File: src/rtl/compressor_pkg.sv
// Shared scheduler types: FSM state encoding, block-coordinate struct and
// helpers deriving the block grid from image dimensions.
package compressor_pkg;

  localparam int unsigned BlkRowWidth = 6;
  localparam int unsigned BlkColWidth = 7;

  typedef enum logic [1:0] {
    StIdle,
    StRun,
    StDrain,
    StDone
  } sched_state_t;

  typedef struct packed {
    logic [BlkRowWidth-1:0] row;
    logic [BlkColWidth-1:0] col;
  } blk_coord_t;

  function automatic int unsigned num_blocks_in_row(int unsigned img_cols,
                                                    int unsigned log2_bs);
    return img_cols >> log2_bs;
  endfunction

  function automatic int unsigned num_blocks_in_col(int unsigned img_rows,
                                                    int unsigned log2_bs);
    return img_rows >> log2_bs;
  endfunction

endpackage

File: src/rtl/rr_arbiter.sv
// Round-robin arbiter: search starts at the pointer, which moves past the
// granted requester on advance; an unaccepted grant is held until accepted.
module rr_arbiter #(
  parameter int unsigned N        = 4,
  parameter int unsigned IdxWidth = 2
) (
  input  logic                clk,
  input  logic                rst,
  input  logic [N-1:0]        req_i,
  input  logic                advance_i,
  output logic [N-1:0]        gnt_o,
  output logic [IdxWidth-1:0] gnt_idx_o
);

  logic [IdxWidth-1:0] ptr_q, ptr_d;
  logic                lock_q, lock_d;
  logic [IdxWidth-1:0] lock_idx_q, lock_idx_d;
  logic [IdxWidth-1:0] gnt_idx;
  logic [IdxWidth-1:0] cand;
  logic                found;

  always_comb begin
    gnt_idx = '0;
    cand    = '0;
    found   = 1'b0;
    // A stalled grant stays put even if a requester closer to the pointer appears.
    if (lock_q && req_i[lock_idx_q]) begin
      gnt_idx = lock_idx_q;
      found   = 1'b1;
    end else begin
      for (int unsigned i = 0; i < N; i++) begin
        cand = IdxWidth'((32'(ptr_q) + i) % N);
        if (!found && req_i[cand]) begin
          gnt_idx = cand;
          found   = 1'b1;
        end
      end
    end
  end

  always_comb begin
    gnt_o = '0;
    if (found) gnt_o[gnt_idx] = 1'b1;
  end

  assign gnt_idx_o = gnt_idx;

  always_comb begin
    ptr_d      = ptr_q;
    lock_d     = 1'b0;
    lock_idx_d = lock_idx_q;
    if (found && advance_i) begin
      ptr_d = (gnt_idx == IdxWidth'(N - 1)) ? '0 : gnt_idx + IdxWidth'(1);
    end else if (found) begin
      lock_d     = 1'b1;
      lock_idx_d = gnt_idx;
    end
  end

  always_ff @(posedge clk) begin
    if (rst) begin
      ptr_q      <= '0;
      lock_q     <= 1'b0;
      lock_idx_q <= '0;
    end else begin
      ptr_q      <= ptr_d;
      lock_q     <= lock_d;
      lock_idx_q <= lock_idx_d;
    end
  end

endmodule

File: src/rtl/block_sched.sv
// Image-level scheduler: dispatches 8x8 blocks in raster order to idle cores and
// funnels finished results through one arbitrated port. BLOCK_SCHED_PERF_EN adds counters.
module block_sched
  import compressor_pkg::*;
#(
  parameter int unsigned IMG_ROWS        = 480,
  parameter int unsigned IMG_COLS        = 640,
  parameter int unsigned LOG2_BLOCK_SIZE = 3,
  parameter int unsigned NUM_CORES       = 4,
  parameter int unsigned CORE_IDX_WIDTH  = 2,
  parameter int unsigned BLK_ROW_WIDTH   = 6,
  parameter int unsigned BLK_COL_WIDTH   = 7
) (
  input  logic                      clk,
  input  logic                      rst,
  input  logic                      start_img,
  output logic                      img_done,
  output logic [NUM_CORES-1:0]      core_start,
  output logic [BLK_ROW_WIDTH-1:0]  disp_blk_row,
  output logic [BLK_COL_WIDTH-1:0]  disp_blk_col,
  input  logic [NUM_CORES-1:0]      core_done,
  output logic [NUM_CORES-1:0]      core_ack,
  output logic                      wr_valid,
  input  logic                      wr_ready,
  output logic [CORE_IDX_WIDTH-1:0] wr_core,
  output logic [BLK_ROW_WIDTH-1:0]  wr_blk_row,
  output logic [BLK_COL_WIDTH-1:0]  wr_blk_col,
  output logic                      sched_busy
`ifdef BLOCK_SCHED_PERF_EN
  ,
  output logic [31:0]               perf_cycles,
  output logic [31:0]               perf_wr_stalls
`endif
);

  localparam int unsigned NumBlkRow = num_blocks_in_row(IMG_COLS, LOG2_BLOCK_SIZE);
  localparam int unsigned NumBlkCol = num_blocks_in_col(IMG_ROWS, LOG2_BLOCK_SIZE);
  localparam logic [BlkColWidth-1:0] LastCol = BlkColWidth'(NumBlkRow - 1);
  localparam logic [BlkRowWidth-1:0] LastRow = BlkRowWidth'(NumBlkCol - 1);

  sched_state_t              state_q, state_d;
  logic [NUM_CORES-1:0]      busy_q, busy_d;
  blk_coord_t                cnt_q, cnt_d;
  blk_coord_t                tag_q [NUM_CORES];

  logic [CORE_IDX_WIDTH-1:0] disp_idx;
  logic                      disp_avail;
  logic                      disp_fire;
  logic                      last_disp;
  logic                      start_acc;
  logic [NUM_CORES-1:0]      elig;
  logic [NUM_CORES-1:0]      gnt;
  logic [CORE_IDX_WIDTH-1:0] gnt_idx;
  logic                      wr_xfer;

  assign start_acc = (state_q == StIdle) && start_img;

  // Lowest-index idle core wins dispatch.
  always_comb begin
    disp_idx   = '0;
    disp_avail = 1'b0;
    for (int k = int'(NUM_CORES) - 1; k >= 0; k--) begin
      if (!busy_q[k]) begin
        disp_idx   = CORE_IDX_WIDTH'(k);
        disp_avail = 1'b1;
      end
    end
  end

  assign disp_fire = (state_q == StRun) && disp_avail;
  assign last_disp = disp_fire && (cnt_q.row == LastRow) && (cnt_q.col == LastCol);

  always_comb begin
    core_start = '0;
    if (disp_fire) core_start[disp_idx] = 1'b1;
  end

  assign disp_blk_row = BLK_ROW_WIDTH'(cnt_q.row);
  assign disp_blk_col = BLK_COL_WIDTH'(cnt_q.col);

  always_comb begin
    cnt_d = cnt_q;
    if (start_acc) begin
      cnt_d = '0;
    end else if (disp_fire) begin
      if (cnt_q.col == LastCol) begin
        cnt_d.col = '0;
        cnt_d.row = (cnt_q.row == LastRow) ? '0 : cnt_q.row + BlkRowWidth'(1);
      end else begin
        cnt_d.col = cnt_q.col + BlkColWidth'(1);
      end
    end
  end

  // Results from cores we never dispatched to are ignored.
  assign elig = core_done & busy_q;

  rr_arbiter #(
    .N        (NUM_CORES),
    .IdxWidth (CORE_IDX_WIDTH)
  ) u_rr_arbiter (
    .clk       (clk),
    .rst       (rst),
    .req_i     (elig),
    .advance_i (wr_ready),
    .gnt_o     (gnt),
    .gnt_idx_o (gnt_idx)
  );

  assign wr_valid   = |elig;
  assign wr_xfer    = wr_valid && wr_ready;
  assign core_ack   = wr_xfer ? gnt : '0;
  assign wr_core    = gnt_idx;
  assign wr_blk_row = BLK_ROW_WIDTH'(tag_q[gnt_idx].row);
  assign wr_blk_col = BLK_COL_WIDTH'(tag_q[gnt_idx].col);

  assign busy_d = (busy_q | core_start) & ~core_ack;

  always_comb begin
    state_d = state_q;
    case (state_q)
      StIdle:  if (start_img) state_d = StRun;
      StRun:   if (last_disp) state_d = StDrain;
      StDrain: if (busy_q == '0) state_d = StDone;
      StDone:  state_d = StIdle;
      default: state_d = StIdle;
    endcase
  end

  assign img_done   = (state_q == StDone);
  assign sched_busy = (state_q == StRun) || (state_q == StDrain);

  always_ff @(posedge clk) begin
    if (rst) begin
      state_q <= StIdle;
      busy_q  <= '0;
      cnt_q   <= '0;
    end else begin
      state_q <= state_d;
      busy_q  <= busy_d;
      cnt_q   <= cnt_d;
    end
  end

  always_ff @(posedge clk) begin
    if (rst) begin
      for (int k = 0; k < int'(NUM_CORES); k++) tag_q[k] <= '0;
    end else if (disp_fire) begin
      tag_q[disp_idx] <= cnt_q;
    end
  end

`ifdef BLOCK_SCHED_PERF_EN
  logic [31:0] perf_cycles_q, perf_wr_stalls_q;

  always_ff @(posedge clk) begin
    if (rst || start_acc) begin
      perf_cycles_q    <= '0;
      perf_wr_stalls_q <= '0;
    end else begin
      if (sched_busy && (perf_cycles_q != '1)) perf_cycles_q <= perf_cycles_q + 32'd1;
      if (wr_valid && !wr_ready && (perf_wr_stalls_q != '1)) begin
        perf_wr_stalls_q <= perf_wr_stalls_q + 32'd1;
      end
    end
  end

  assign perf_cycles    = perf_cycles_q;
  assign perf_wr_stalls = perf_wr_stalls_q;
`endif

endmodule
File: config.mk
export PLATFORM = sky130hd
export DESIGN_NAME = block_sched
export DESIGN_NICKNAME = d
export VERILOG_FILES = /design/src/rtl/compressor_pkg.sv /design/src/rtl/rr_arbiter.sv /design/src/rtl/block_sched.sv
export SDC_FILE = /design/constraint.sdc
export NUM_CORES = 1
export LEC_CHECK = 0
export CAP_MARGIN = 30
export CORE_UTILIZATION = 50
export CTS_BUF_LIST = sky130_fd_sc_hd__clkbuf_8 sky130_fd_sc_hd__clkbuf_16
export DETAILED_ROUTE_END_ITERATION = 8
export PLACE_DENSITY = 0.69
export SLEW_MARGIN = 20
export SYNTH_ARGS = -nofsm -noshare
export SYNTH_HDL_FRONTEND = slang
export SYNTH_SLANG_ARGS = --single-unit
File: constraint.sdc
create_clock -name clk -period 2.8 [get_ports clk]
set_clock_uncertainty 0.1 [all_clocks]
set_input_delay 0.56 -clock clk [delete_from_list [all_inputs] [get_ports clk]]
set_output_delay 0.56 -clock clk [all_outputs]
set_load 0.05 [all_outputs]
==> results of run 1 <==
-- worst max-delay path, cell delays in order, from the launching register on --
cell and delay, ns:
dfxtp_1 0.41, and3b_2 0.29, o21ai_4 0.08, and3b_2 0.24
a32o_4 0.30, inv_8 0.09, buf_12 0.16, mux2i_4 0.28
buf_12 0.16
-- sequential cells by signal, summed over array words and instances, names as in the netlist --
| signal | flops |
|---|---|
| tag_q | 52 |
| disp_blk_col | 7 |
| disp_blk_row | 6 |
| busy_q | 4 |
| state_q | 2 |
| u_rr_arbiter.lock_idx_q | 2 |
| u_rr_arbiter.ptr_q | 2 |
| u_rr_arbiter.lock_q | 1 |
-- where the power goes --
part,internal (mW),switching (mW),leakage (nW)
Combinational,0.693,1.09,1.79
Clock,0.462,0.418,0.105
Sequential,1.33,0.0912,0.738
-- kinds of logic (layout without fill, tap and decap cells) --
kind of cell	Yosys count	in the layout	synth area share
compound gates	135	135	0.236
xor+xnor	9	9	0.0166
fa+ha+maj	9	9	0.0237
buf+inv	99	172	0.0873
flops	76	76	0.429
mux	15	15	0.0315
simple gates	164	164	0.176
-- per-stage QoR --
| stage | hold WS [ns] | utilization | area, µm² |
|---|---|---|---|
| finish | 0.416 | 0.740 | 6840 |
| global route | 0.447 | 0.740 | 6840 |
| CTS | 0.422 | 0.710 | 6560 |
| detailed placement | 0.411 | 0.635 | 5860 |
| global placement | 0.386 | 0.635 | 5860 |
| floorplan | 0.368 | - | 4960 |
-- worst min path at each step --
stage | from | to | slack, ns | cells after the start
floorplan | state_q[1] | state_q[1] | 0.37 | 2
global placement | state_q[1] | state_q[1] | 0.39 | 2
detailed placement | state_q[1] | state_q[1] | 0.41 | 2
CTS | state_q[1] | state_q[1] | 0.42 | 2
global route | state_q[1] | state_q[1] | 0.45 | 2
finish | state_q[1] | state_q[1] | 0.42 | 2
-- final cells by class --
cell class / instances / area (µm²) / area share
clock buffer: 10 / 149 / 0.0218
clock inverter: 6 / 62.6 / 0.00915
inverter: 48 / 188 / 0.0274
multi-input combinational: 332 / 2960 / 0.432
sequential: 76 / 2050 / 0.300
tap: 129 / 161 / 0.0236
timing repair buffer: 108 / 1270 / 0.186
-- routing by layer --
layer  wire length [µm]  part of all wire
met1               6390              0.42
met2               7260              0.48
met3               1240             0.081
met4                357             0.023
met5                  0                 0
-- timing repair --
item | 4_1_cts | 5_1_grt
pin swaps | 10 | 10
gates resized for setup | 79 | 40
buffers inserted | 7 | 5
setup endpoints to repair | 19 | 18
cloned | 3 | 1
-- cells in the final DEF (no fill, tap or decap), types with 4 or more instances in the layout --
master           netlist  final
buf_12                 1     20
edfxtp_1              52     52
dfxtp_1               24     20
xnor2_1                5      5
ha_1                   9      8
nor3_2                 0     18
inv_1                 47     46
clkbuf_8               0      9
xor2_1                 4      4
nor3_1                45     23
buf_4                  0     46
nand3_1                5      4
nand2_1               31     30
o2111a_1              26     26
and3_1                18     15
a21oi_1                7      6
a211oi_1              28     14
mux2i_4                0     13
nor3b_1                5      5
buf_6                  1     15
o41ai_2                0     18
nor2b_1                5      5
clkdlybuf4s50_1        0     18
nor2_1                30     30
o211ai_1              27     27
o41ai_1               26      5
o21ai_0                7      7
a211oi_2               0     13
nor3_4                 0      4
==> reports/results.ini, run 1 <==
[floorplanning]
initial_core_util = 0.515
num_rows = 35
die_w_um = 99.6
num_io_pins = 47
dieHeight_um = 99.6
core_area_um2 = 9240
die_area_um2 = 9910

[placed_design]
place_inst = 678
place_ws_ns = -0.591
io_buffers = 46
post-dp-hpwl_um = 9330
gp_congestion = 0.904

[routing]
wl_per_cell_um = 21.5
drc = 0
firstDrtPassIters = 5
dr_total_vias = 4582
drt-initial-drc-count = 617
wirelength_um = 15200
routed_via_density = 6.46
drt.antenna.violating_nets = 0

[critical_path]
reg2reg_from = disp_blk_col[0]
crit_fanout = 6
crit_end = wr_blk_row[4]
critPathArrivalTime_ns = 2.37
startpoint_type = register
worstReg2RegEnd = state_q[0]
end_kind = output port
rrSetupSlack_ns = 0.47
r2r_cells = 6
critical_path_class = reg -> out
cp-startpoint = busy_q[2]
crit_required_ns = 2.14

[timing]
slew_headroom = 0.533
setup_viol = 18
tightest_slew_ns = 0.698
min_period_ns = 3.03
drv_slew = 0
rsz0062_at_grt = yes
layout_setup_ws_ns = -0.232
finalHoldViolations = 0
fmax_ghz = 0.330
final.setup.tns_ns = -3.17
timing.final.crit_share = 1.08

[outcome]
status = finished with violations
violations = setup timing

[synthesis]
synth.most_common_cell = edfxtp_1
ys_ff_latch = 76
avgSynthCellArea_um2 = 9.39
synth_top_cell_area_share = 0.328
netlist_instances = 507
synth_area_leader_cell = edfxtp_1
synth_seq_area_share = 0.429
synthTopCellsByCount = 52 x edfxtp_1, 47 x inv_1, 45 x nor3_1, 37 x clkbuf_1, 31 x nand2_1
synth_ff_type = edfxtp_1
async_reset_ff_frac = 0
yosys_warnings = 0
synth-edff-count = 52
syn-cell-area_um2 = 4760
synth_area_leaders = edfxtp_1 33%, dfxtp_1 10%, o2111a_1 6.2%, o41ai_1 4.8%, nor3_1 4.7%
syn_nets = 524
synthDistinctLibCells = 48

[grt]
use_met1 = 0.425
grt_use_met3 = 0.0527
grt_pass1_wl_um = 23100
grt-busiest-layer = met2
antenna_found_initial = 0
grt_max_degree = 33
grt_pass1_vias = 4224
grt_usage = 0.304
grt_use_met2 = 0.480
gr-total-overflow = 0

[finish]
final_nets = 592
fin_cells = 709
diodes = 0
fillers = 618
area_growth_syn_to_layout_pct = 43.7
layout-drive-gt1-share = 0.345

[clock_tree]
clock_path_buffers = 2
clkTransAtPathRegs_ns = 0.08
clock_latency_ns = 0.35
cts_hold_buffers = 0
clock-sinks = 76
cts_tree = built
cts_made_buffers = 9
cts_root_buffer = clkbuf_8
h-tree-depth = 3

[power_and_ir_drop]
finalPower_mw = 4.08
power.leakage_nw = 2.63
max-vdd-ir-drop_uv = 371
cellPowerDensity_nw_per_um2 = 596

[run]
max_cap_viol_count = 0

[min_path]
hold_class = reg -> reg

Note: power is estimated with default switching activity, not from simulation.
==> run 2: changes to the inputs <==
--- a/config.mk
+++ b/config.mk
@@ -6,6 +6,7 @@
 export NUM_CORES = 1
 export LEC_CHECK = 0
 export CAP_MARGIN = 30
+export CORE_MARGIN = 10
 export CORE_UTILIZATION = 50
 export CTS_BUF_LIST = sky130_fd_sc_hd__clkbuf_8 sky130_fd_sc_hd__clkbuf_16
 export DETAILED_ROUTE_END_ITERATION = 8
==> reports/results.ini, run 2 (synthesized netlist as in run 1, its figures left out) <==
[min_path]
hold_class = reg -> reg

[grt]
grt_pass1_wl_um = 22000
grt_usage = 0.188
gr-total-overflow = 0
grt_max_degree = 53
antenna_found_initial = 0
grt_pass1_vias = 4113

[routing]
routed_via_density = 6.14
dr_total_vias = 4320
drc = 0
wl_per_cell_um = 19.4
firstDrtPassIters = 6
wirelength_um = 13600
drt-initial-drc-count = 358
drt.antenna.violating_nets = 0

[power_and_ir_drop]
max-vdd-ir-drop_uv = 465
power.leakage_nw = 2.48
cellPowerDensity_nw_per_um2 = 605

[placed_design]
place_area_um2 = 5820
post-dp-hpwl_um = 9150
place_inst = 677
io_buffers = 46
gp_congestion = 0.861

[critical_path]
crit_fanout = 40
crit_required_ns = 2.14
critPathArrivalTime_ns = 2.34
max_stage_delay_ns = 0.34
crit_slowest_cell = o41ai_2
critical_path_class = in -> out
startpoint_type = input port
cp_cell_sequence = dlygate4sd2_1 -> and3b_2 -> o21a_1 -> buf_12 -> o41ai_2 -> nor3_2 -> buf_4 -> mux2i_4 -> buf_6
end_kind = output port

[timing]
layout_setup_ws_ns = -0.198
fmax_ghz = 0.334
tightest_slew_ns = 0.770
timing.final.crit_share = 1.07
min_period_ns = 3.00
setup_viol = 17
finalHoldViolations = 0
drv_slew = 0
rsz0062_at_grt = yes
slew_headroom = 0.485

[finish]
design_area_um2 = 6480
register_area_um2 = 2050
final_cell_mix = 52 x edfxtp_1, 47 x buf_4, 45 x inv_1, 31 x nand2_1, 30 x nor2_1
final_common_cell = edfxtp_1
layout-drive-gt1-share = 0.294
largest_register_ffs = 52
area_growth_syn_to_layout_pct = 36.2
diodes = 0
final_nets = 587
fillers = 699
largest-register = tag_q
multi_input_area_um2 = 2770
fin_cells = 704

[outcome]
violations = setup timing
status = finished with violations

[floorplanning]
initial_core_util = 0.515
die_area_um2 = 13800
die_w_um = 118
dieHeight_um = 118
core_area_um2 = 9240
num_rows = 35
num_io_pins = 47

[clock_tree]
clock_latency_ns = 0.34
h-tree-depth = 3
cts_made_buffers = 9
clkTransAtPathRegs_ns = 0.08
clock_path_buffers = 2
cts_root_buffer = clkbuf_8
cts_tree = built
clock-sinks = 76
cts_hold_buffers = 0

[run]
max_cap_viol_count = 0

run 2: worst paths after layout:
kind	start	end	slack [ns]	cells past startpoint
min reg2reg	state_q[1]	state_q[1]	0.42	2
max	core_done[2]	wr_blk_row[1]	-0.20	9
max reg2reg	disp_blk_col[1]	state_q[0]	0.46	6
min	state_q[1]	state_q[1]	0.42	2
run 2: cell type report:
class,count,area share
inverters,48,0.0307
clock buffers,9,0.0191
flip-flops and latches,76,0.316
repair buffers,102,0.169
well taps,129,0.0249
repair inverters,1,0.00174
clock inverters,7,0.0102
multi-input cells,332,0.428
run 2: per-layer routing:
layer	global-route usage	part of all wire	vias up
li1	-	-	2056
met5	0	0	-
met3	0.0451	0.082	16
met1	0.263	0.46	2071
met4	0.0518	0.012	0
met2	0.282	0.45	177
run 2: critical path: cells and delay by family:
family	cells	cell delay (ns)
AO/OA/AOI/OAI	2	0.56
AND/OR/NAND/NOR	2	0.30
buffers and inverters	4	0.76
multiplexers	1	0.14
run 2: through the flow:
step	utilization	hold slack, ns	power [mW]	TNS (ns)	setup WS (ns)
6_report	0.701	0.417	3.92	-2.48	-0.198
3_3_place_gp	0.630	0.385	2.95	-8.98	-0.545
5_1_grt	0.701	0.447	4.10	-3.86	-0.274
2_1_floorplan	-	0.368	2.48	-2.89	-0.574
4_1_cts	0.691	0.424	3.89	-2.34	-0.176
3_5_place_dp	0.630	0.413	2.98	-9.30	-0.551
run 2: timing repair:
| item | 4_1_cts | 5_1_grt |
|---|---|---|
| gates resized for setup | 68 | 14 |
| setup buffers | 9 | 0 |
| setup endpoints to repair | 19 | 19 |
| cloned | 2 | 0 |
| pin swaps | 10 | 1 |
run 2: power by group:
| group | internal (mW) | switching [mW] |
|---|---|---|
| sequential | 1.33 | 0.0895 |
| combinational | 0.659 | 1.04 |
| clock | 0.407 | 0.395 |
| total | 2.39 | 1.53 |
